==> src/rtl/issue_scoreboard.sv <==
// Issue hazard controller for the in-order pipeline: tracks in-flight register writes
// in a shift-register scoreboard, stalls on RAW hazards and squashes entries on redirect.
module issue_scoreboard #(
    parameter int DEPTH     = 3,
    parameter bit WB_BYPASS = 1'b0,
    parameter int CNT_W     = 32,
    parameter int KW        = 2
) (
    input  logic             clk,
    input  logic             rst,
    input  logic             issue_valid,
    input  logic [4:0]       issue_rs1,
    input  logic [4:0]       issue_rs2,
    input  logic             issue_use1,
    input  logic             issue_use2,
    input  logic [4:0]       issue_rd,
    input  logic             issue_werf,
    input  logic             kill_valid,
    input  logic [KW-1:0]    kill_count,
    output logic             issue_ready,
    output logic             issue_fire,
    output logic             wb_valid,
    output logic [4:0]       wb_rd,
    output logic [31:0]      busy_mask,
    output logic [CNT_W-1:0] stall_cnt,
    output logic [CNT_W-1:0] issue_cnt
);

    // With a write-then-read regfile the writeback entry cannot cause a hazard.
    localparam int NCHK = WB_BYPASS ? DEPTH - 1 : DEPTH;

    logic [DEPTH-1:0] sb_v;
    logic [4:0]       sb_rd [DEPTH];
    logic [DEPTH-1:0] kill_mask;
    logic             hazard;
    logic             stall_evt;
    logic             ins_v;

    always_comb begin
        kill_mask = '0;
        for (int k = 0; k < DEPTH; k++) begin
            kill_mask[k] = kill_valid && (k < int'(kill_count));
        end
    end

    always_comb begin
        hazard = 1'b0;
        for (int k = 0; k < NCHK; k++) begin
            if (sb_v[k] && (sb_rd[k] != 5'd0) &&
                ((issue_use1 && (sb_rd[k] == issue_rs1)) ||
                 (issue_use2 && (sb_rd[k] == issue_rs2)))) begin
                hazard = 1'b1;
            end
        end
        hazard = hazard && issue_valid;
    end

    // Handshake: an instruction transfers in any cycle where issue_valid and issue_ready
    // are both high; issue_ready never depends on issue_valid except through the hazard.
    assign issue_ready = !hazard && !kill_valid && !rst;
    assign issue_fire  = issue_valid && issue_ready;
    assign stall_evt   = issue_valid && !issue_ready && !rst;
    assign ins_v       = issue_fire && issue_werf && (issue_rd != 5'd0);

    always_ff @(posedge clk) begin
        if (rst) begin
            sb_v <= '0;
            for (int k = 0; k < DEPTH; k++) begin
                sb_rd[k] <= 5'd0;
            end
        end else begin
            sb_v[0]  <= ins_v;
            sb_rd[0] <= ins_v ? issue_rd : 5'd0;
            // Kill is applied to the source entry before it moves one stage older.
            for (int k = 1; k < DEPTH; k++) begin
                sb_v[k]  <= sb_v[k-1] && !kill_mask[k-1];
                sb_rd[k] <= sb_rd[k-1];
            end
        end
    end

    always_ff @(posedge clk) begin
        if (rst) begin
            stall_cnt <= '0;
            issue_cnt <= '0;
        end else begin
            if (stall_evt && (stall_cnt != {CNT_W{1'b1}})) begin
                stall_cnt <= stall_cnt + CNT_W'(1);
            end
            if (issue_fire && (issue_cnt != {CNT_W{1'b1}})) begin
                issue_cnt <= issue_cnt + CNT_W'(1);
            end
        end
    end

    always_comb begin
        busy_mask = '0;
        for (int k = 0; k < DEPTH; k++) begin
            if (sb_v[k]) begin
                busy_mask[sb_rd[k]] = 1'b1;
            end
        end
        busy_mask[0] = 1'b0;
    end

    assign wb_valid = sb_v[DEPTH-1];
    assign wb_rd    = sb_v[DEPTH-1] ? sb_rd[DEPTH-1] : 5'd0;

endmodule

==> config.mk <==
export PLATFORM = sky130hd
export DESIGN_NAME = issue_scoreboard
export DESIGN_NICKNAME = d
export VERILOG_FILES = /design/src/rtl/issue_scoreboard.sv
export SDC_FILE = /design/constraint.sdc
export NUM_CORES = 1
export LEC_CHECK = 0
export CORE_MARGIN = 4
export CORE_UTILIZATION = 51
export DETAILED_ROUTE_END_ITERATION = 6
export MAX_ROUTING_LAYER = met4
export PLACE_DENSITY = 0.9
export SETUP_SLACK_MARGIN = 0.4
export SLEW_MARGIN = 30
export SYNTH_ARGS = -nofsm -noshare
export SYNTH_HDL_FRONTEND = slang
export SYNTH_SLANG_ARGS = --single-unit
==> constraint.sdc <==
create_clock -name clk -period 2.5 [get_ports clk]
set_input_delay 0.25 -clock clk [delete_from_list [all_inputs] [get_ports clk]]
set_output_delay 0.25 -clock clk [all_outputs]
set_load 0.02 [all_outputs]
==> summary.txt, run 1 <==
Yosys
  • Dominant combinational cell family by area after synthesis: simple AND/OR/NAND/NOR gates
  • Xor/xnor cell area share of the yosys netlist: 5.03%
  • Net Count, Synth: 702
  • FF+latch count, synth: 82
  • Count of mapped cells out of synthesis: 676
  • Dominant register cell in the synthesized netlist: sky130_fd_sc_hd__dfxtp_1
  • Cell area after synthesis: 0.00537 mm²
  • Simple-Gate Fraction of Synth Area: 35.4%
  • Share of async-settable or async-resettable flops after synthesis: 0%
  • Share of synthesized cell area in full adder, half adder and majority cells: 0.466%
  • Sequential share of the synthesized area: 30.6%
  • Post-synth top area share: 30.6%
  • Fraction of synthesized area in multiplexers: 2.94%
  • Count of unique library cells instantiated by Yosys: 52
  • Count of warnings emitted by yosys: 0
  • Library cell with the largest summed area after synthesis: sky130_fd_sc_hd__dfxtp_1
  • List of most frequent post-synthesis cells: sky130_fd_sc_hd__nand2_1 (95), sky130_fd_sc_hd__dfxtp_1 (82), sky130_fd_sc_hd__a21oi_1 (41), sky130_fd_sc_hd__or4_1 (35), sky130_fd_sc_hd__o31ai_1 (34)
  • Most instantiated library cell after synthesis: sky130_fd_sc_hd__nand2_1
  • Number of flops mapped to enable cells by yosys: 0
  • Top area cells in the synthesized netlist: sky130_fd_sc_hd__dfxtp_1 (31%), sky130_fd_sc_hd__nand2_1 (6.6%), sky130_fd_sc_hd__or4_1 (4.9%)
  • Post-synthesis compound-gate area fraction: 18.8%
  • Average instance area after synthesis: 7.94 µm²

Setup path
  • Critical R2R Launch: sb_rd[0][12]
  • Kind of cell with the highest combined delay on the critical path: simple AND/OR/NAND/NOR gates
  • Reg-to-reg critical path endpoint: stall_cnt[27]
  • Max FO, Critical Path: 8
  • Critical path required time: 2.79 ns
  • Startpoint types: register
  • Critical path's largest stage delay: 0.53 ns
  • Cell Chain, Critical Path: xnor2_1 -> nand4_1 -> o22ai_1 -> a32oi_2 -> buf_4 -> and2_4 -> buf_8 -> or4_1 -> a21oi_1
  • Cell depth of the worst flop-to-flop path: 9
  • Critical Setup Path Class: register to register
  • Crit path max-delay cell type: sky130_fd_sc_hd__or4_1
  • Crit path arrival time: 2.74 ns
  • WP buf/inv: 2
  • Worst R2R Setup Slack: 0.05 ns
  • Kind of end point of the critical path: register

Timing
  • Setup violations, final: 0
  • Worst hold margin: 0.412 ns
  • Unrepaired setup endpoints after global routing: yes
  • Final worst path period share: 98.1%
  • Worst Clk Skew: 0.0216 ns
  • Total count of hold-check failures in the final report: 0
  • Min Clock Period, post-route: 2.45 ns
  • Worst-Margin Slew: 0.939 ns
  • Final WS setup: 0.0484 ns
  • Maximum achievable frequency: 0.408 GHz
  • Max-Slew Margin vs Limit: 37.3%
  • Max Transition Viols Final: 0

Die
  • Die area: 0.0122 mm²
  • Rows: 37
  • Die Y-Extent: 111 µm
  • Die width: 111 µm
  • Core box area: 0.0103 mm²
  • Initial core utilization: 52.3%
  • Number of primary I/O pins: 128

Detailed routing
  • Via density per instance: 6.97
  • Post-route DRC: 0
  • Via Count: 6800
  • Drt pass-1 iters: 7
  • DRC violation total after the first TritonRoute iteration: 986
  • Antenna-violating nets left: 0
  • Routed wire length per instance: 24.7 µm
  • Final wirelength: 24000 µm

Finish
  • # diodes: 0
  • Sequential cell area: 0.00173 mm²
  • Post-route cell area: 0.00845 mm²
  • Layout area overhead: 57.4%
  • Final net count: 861
  • Share of final-layout standard cells stronger than drive strength 1: 35.8%
  • Area of the multi-input gates: 0.00420 mm²
  • Final core occ: 82.2%
  • Layout fillers: 571

Place
  • Half-perimeter wire length of the detailed placement result: 12100 µm
  • Final weighted congestion in routability-driven placement: 1.06
  • Worst setup slack after placement: -0.279 ns
  • Port Buf Inserts: 126
  • Area after DPL: 0.00688 mm²

Clock tree
  • Buffer depth of the longest clock path: 2
  • Post-CTS clock slew at the launch and capture registers of the worst setup and hold paths: 0.10 ns
  • Number of clock sinks: 82
  • CTS tree: yes
  • Clock latency at the later pin of the worst-skew pair: 0.37 ns
  • Inserted Clock Buffers: 9
  • Number of buffers added to fix hold violations after cts: 0
  • H-tree depth: 3
  • Clk Tree Root Cell: sky130_fd_sc_hd__clkbuf_8

GRT
  • Overall overflow remaining after global route: 0
  • Number of global-route vias before repair: 6115
  • Global-route wire length before repair: 30900 µm
  • GRT Total Usage: 30.5%
  • Maximum number of pins on one net before global-route repair: 86
  • Antenna violations before repair: 0

Hold path
  • Worst min-delay path startpoint: rst
  • Class of the tightest hold or removal check: primary input to register
  • WHS Path Cells: 3
  • End point of the worst hold path: stall_cnt[25]

Job
  • Max-cap violation count: 0

Power
  • Worst vdd rail ir drop: 0.282 mV
  • Static leakage: 3.36 nW
  • Power density of the placed cells: 314 mW/mm²
  • Sum of internal, switching and leakage power: 2.65 mW

Outcome
  • Run status: finished clean
==> where the power goes <==
| group | internal (mW) | total (mW) | switching, mW |
|---|---|---|---|
| Clock | 0.456 | 0.980 | 0.525 |
| Combinational | 0.165 | 0.359 | 0.193 |
| Sequential | 1.30 | 1.31 | 0.0142 |
| Total | 1.92 | 2.65 | 0.732 |
==> through the flow <==
stage                     setup TNS (ns)  std cells
after floorplan                        0        676
after global placement             -2.70        924
after detailed placement           -9.55        924
after CTS                              0        953
after global routing             -0.0466        975
final                                  0        975
==> sequential cells by signal, indices dropped and copies added, names as in the netlist <==
name       count
issue_cnt     32
stall_cnt     32
sb_rd         15
sb_v           3
==> area by class of cell <==
class | count | share of cell area (%)
timing repair buffer | 207 | 25.3
inverter | 7 | 0.311
multi-input combinational | 528 | 49.7
tap | 136 | 2.01
clock inverter | 5 | 0.666
clock buffer | 10 | 1.51
sequential | 82 | 20.4
==> repair_timing <==
| item | CTS | global route |
|---|---|---|
| hold endpoints to repair | 0 | 0 |
| gates cloned | 5 | 7 |
| pin swaps | 28 | 61 |
| endpoints found under the setup margin | 95 | 81 |
| setup buffers | 9 | 15 |
| gates resized for setup | 156 | 152 |
==> cells by family after synthesis <==
group | after synthesis
flip-flops | 82
AND/OR/NAND/NOR | 337
buffers and inverters | 66
adder cells (fa/ha/maj) | 2
other | 1
multiplexers | 14
AO/OA/AOI/OAI | 144
XOR/XNOR | 30
==> layout by cell type (no fill, tap or decap), types with 7 or more instances in the layout <==
cell type	instances
sky130_fd_sc_hd__clkbuf_8	9
sky130_fd_sc_hd__dfxtp_4	12
sky130_fd_sc_hd__o41ai_2	7
sky130_fd_sc_hd__a21oi_2	13
sky130_fd_sc_hd__nand2_1	89
sky130_fd_sc_hd__a21oi_1	27
sky130_fd_sc_hd__nand3_1	25
sky130_fd_sc_hd__and3_1	20
sky130_fd_sc_hd__or4_1	15
sky130_fd_sc_hd__mux2_4	11
sky130_fd_sc_hd__nor2_1	26
sky130_fd_sc_hd__dfxtp_1	37
sky130_fd_sc_hd__dfxtp_2	33
sky130_fd_sc_hd__or2_2	7
sky130_fd_sc_hd__buf_4	51
sky130_fd_sc_hd__nor3_4	14
sky130_fd_sc_hd__nor3b_4	8
sky130_fd_sc_hd__nand4_1	23
sky130_fd_sc_hd__dlygate4sd2_1	28
sky130_fd_sc_hd__a22oi_1	27
sky130_fd_sc_hd__or4_4	20
sky130_fd_sc_hd__nor2b_1	24
sky130_fd_sc_hd__and2_1	9
sky130_fd_sc_hd__clkdlybuf4s50_1	82
sky130_fd_sc_hd__buf_12	7
sky130_fd_sc_hd__buf_6	12
sky130_fd_sc_hd__o31ai_1	27
sky130_fd_sc_hd__xnor2_1	24
==> routing by layer <==
| metal | vias to the layer above | GRT usage, % | part of all wire, % |
|---|---|---|---|
| li1 | 2830 | - | - |
| met1 | 3162 | 36.7 | 35 |
| met2 | 622 | 49.6 | 48 |
| met3 | 186 | 5.75 | 11 |
| met4 | 0 | 13.6 | 6.8 |
| met5 | - | - | 0 |
==> worst reg2reg max path, delay by kind of cell, from the launching register on <==
kind | cells | cell delay [ns]
buffers and inverters | 2 | 0.34
DFF | 1 | 0.39
AOI/OAI and AO/OA | 3 | 0.48
and+or+nand+nor | 3 | 0.91
xor gates and xnor gates | 1 | 0.26
==> how the worst max path moves through the flow <==
stage                             start       endpoint  slack, ns  cells after the start
after floorplan           issue_cnt[12]  issue_cnt[20]       0.40                      8
after global placement     issue_rs1[1]   stall_cnt[4]      -0.10                      9
after detailed placement   issue_rs1[1]  stall_cnt[30]      -0.28                      9
after CTS                   sb_rd[0][2]   busy_mask[6]       0.23                      5
after global routing       sb_rd[0][12]  stall_cnt[27]      -0.05                      9
final                      sb_rd[0][12]  stall_cnt[27]       0.05                      9
Note: power is estimated with default switching activity, not from simulation.
==> run 2, diff against run 1 <==
==> constraint.sdc (replaced) <==
create_clock -name clk -period 2.3 [get_ports clk]
set_input_delay 0.23 -clock clk [delete_from_list [all_inputs] [get_ports clk]]
set_output_delay 0.23 -clock clk [all_outputs]
set_load 0.02 [all_outputs]
==> summary.txt, run 2 (synthesis results as in run 1) <==
Outcome
  • Run status: finished, violations left
  • Violated checks: design-rule violations, negative setup slack

Die
  • Core box area: 0.0103 mm²
  • Die area: 0.0122 mm²
  • Initial core utilization: 52.3%
  • Rows: 37
  • Die width: 111 µm
  • Number of primary I/O pins: 128
  • Die Y-Extent: 111 µm

Detailed routing
  • DRC violation total after the first TritonRoute iteration: 938
  • Via Count: 7195
  • Antenna-violating nets left: 0
  • Routed wire length per instance: 26.8 µm
  • Via density per instance: 7.19
  • Post-route DRC: 3
  • Drt pass-1 iters: 7
  • Final wirelength: 26800 µm

Finish
  • Commonest non-fill, non-tap cells in the layout: sky130_fd_sc_hd__nand2_1 (90), sky130_fd_sc_hd__clkdlybuf4s50_1 (79), sky130_fd_sc_hd__buf_4 (60), sky130_fd_sc_hd__buf_6 (55), sky130_fd_sc_hd__dfxtp_2 (34)
  • Most frequent standard cell in the layout excluding fill and tap cells: sky130_fd_sc_hd__nand2_1
  • Share of final-layout standard cells stronger than drive strength 1: 47.2%
  • Sequential cell area: 0.00179 mm²
  • # diodes: 0
  • Area of the multi-input gates: 0.00454 mm²
  • Post-route cell area: 0.00917 mm²
  • Leading registers by flop count: issue_cnt x32, stall_cnt x32, sb_rd x15
  • Final net count: 886
  • Final core occ: 89.2%
  • Layout fillers: 381
  • Layout area overhead: 70.8%

Timing
  • Setup violations, final: 7
  • Final WS setup: -0.117 ns
  • Max-Slew Margin vs Limit: 33.0%
  • Unrepaired setup endpoints after global routing: yes
  • Worst-Margin Slew: 1.00 ns
  • Worst Clk Skew: 0.0256 ns
  • Min Clock Period, post-route: 2.42 ns
  • Total count of hold-check failures in the final report: 0
  • Max Transition Viols Final: 0
  • Total negative setup slack: -0.240 ns
  • Final worst path period share: 105%
  • Maximum achievable frequency: 0.414 GHz

Setup path
  • Reg-to-reg critical path endpoint: issue_cnt[23]
  • End point of the critical path: issue_cnt[23]
  • Worst R2R Setup Slack: -0.12 ns
  • Critical path required time: 2.56 ns
  • Critical Setup Path Class: register to register
  • Max FO, Critical Path: 8
  • Cell depth of the worst flop-to-flop path: 9
  • Critical R2R Launch: sb_rd[0][5]
  • Kind of end point of the critical path: register
  • Startpoint types: register
  • Launch point of the critical path: sb_rd[0][5]
  • Crit path arrival time: 2.67 ns

Clock tree
  • Clock latency at the later pin of the worst-skew pair: 0.39 ns
  • H-tree depth: 3
  • Post-CTS clock slew at the launch and capture registers of the worst setup and hold paths: 0.10 ns
  • Inserted Clock Buffers: 9
  • Number of clock sinks: 82
  • Number of buffers added to fix hold violations after cts: 0
  • Clk Tree Root Cell: sky130_fd_sc_hd__clkbuf_8
  • CTS tree: yes
  • Buffer depth of the longest clock path: 2

Place
  • Area after DPL: 0.00723 mm²
  • Half-perimeter wire length of the detailed placement result: 12800 µm
  • Port Buf Inserts: 126
  • Final weighted congestion in routability-driven placement: 1.01

Power
  • Sum of internal, switching and leakage power: 3.01 mW
  • Static leakage: 3.47 nW
  • Fraction of power consumed by combinational cells: 12.7%
  • Switching power: 839 µW
  • Sw frac: 27.9%
  • Power density of the placed cells: 328 mW/mm²
  • Cell Int Power: 2.17 mW
  • Register share of total power: 46.9%
  • Part of the total power dissipated in the clock network: 40.3%
  • Worst vdd rail ir drop: 0.297 mV

Hold path
  • Class of the tightest hold or removal check: primary input to register

GRT
  • Global-route wire length before repair: 34500 µm
  • Maximum number of pins on one net before global-route repair: 86
  • GRT Total Usage: 34.7%
  • Overall overflow remaining after global route: 0
  • Antenna violations before repair: 0
  • Number of global-route vias before repair: 6525

Job
  • Max-cap violation count: 0
-- run 2: how the worst min path moves through the flow --
stage | from | to | slack, ns | cells past startpoint
global route | issue_rd[4] | sb_rd[0][4] | 0.49 | 2
finish | issue_rd[4] | sb_rd[0][4] | 0.49 | 2
CTS | issue_rd[0] | sb_rd[0][0] | 0.47 | 2
global placement | issue_cnt[3] | issue_cnt[3] | 0.45 | 1
floorplan | issue_werf | sb_v[0] | 0.36 | 1
detailed placement | issue_cnt[3] | issue_cnt[3] | 0.46 | 1
-- run 2: what timing repair did --
item / 4_1_cts / 5_1_grt
buffers inserted: 21 / 16
cloned: 7 / 2
pin swaps: 49 / 53
resized for setup: 308 / 173
setup endpoints to repair: 104 / 104
-- run 2: area by class of cell --
type / count / share of cell area, %
Tap cell: 136 / 1.86
Sequential cell: 82 / 19.5
Multi-Input combinational cell: 528 / 49.5
Timing Repair Buffer: 232 / 26.4
Clock buffer: 11 / 1.77
Inverter: 7 / 0.287
Clock inverter: 5 / 0.628
-- run 2: worst max-delay path, stage by stage (launching register included) --
cell and delay, ns:
sky130_fd_sc_hd__dfxtp_2 0.44, sky130_fd_sc_hd__xnor2_1 0.13, sky130_fd_sc_hd__nand4_1 0.12, sky130_fd_sc_hd__o22ai_2 0.11, sky130_fd_sc_hd__buf_4 0.18, sky130_fd_sc_hd__a21oi_4 0.27
sky130_fd_sc_hd__nand2_8 0.15, sky130_fd_sc_hd__buf_12 0.17, sky130_fd_sc_hd__or4_1 0.41, sky130_fd_sc_hd__a21oi_1 0.33
-- run 2: stage by stage --
| step | setup WS, ns | cells | hold WS, ns |
|---|---|---|---|
| floorplan | 0.311 | 676 | 0.363 |
| global placement | -0.298 | 939 | 0.451 |
| global route | -0.148 | 1001 | 0.488 |
| CTS | 0.138 | 983 | 0.472 |
| detailed placement | -0.361 | 939 | 0.460 |
| finish | -0.117 | 1001 | 0.488 |
-- run 2: metal layers --
metal	vias up	GRT usage [%]	routed length, µm
met5	-	-	0
met4	0	16.7	1840
met3	202	6.52	3010
met2	768	56.4	12700
met1	3346	41.5	9270
li1	2879	-	-
-- run 2: power groups by stage --
stage / clock network (mW) / logic, mW / registers [mW]
5_1_grt: 1.26 / 0.399 / 1.41
4_1_cts: 1.17 / 0.314 / 1.43
6_report: 1.21 / 0.384 / 1.41
3_3_place_gp: 0 / 0.252 / 1.47
3_5_place_dp: 0 / 0.258 / 1.47
2_1_floorplan: 0 / 0.154 / 1.46
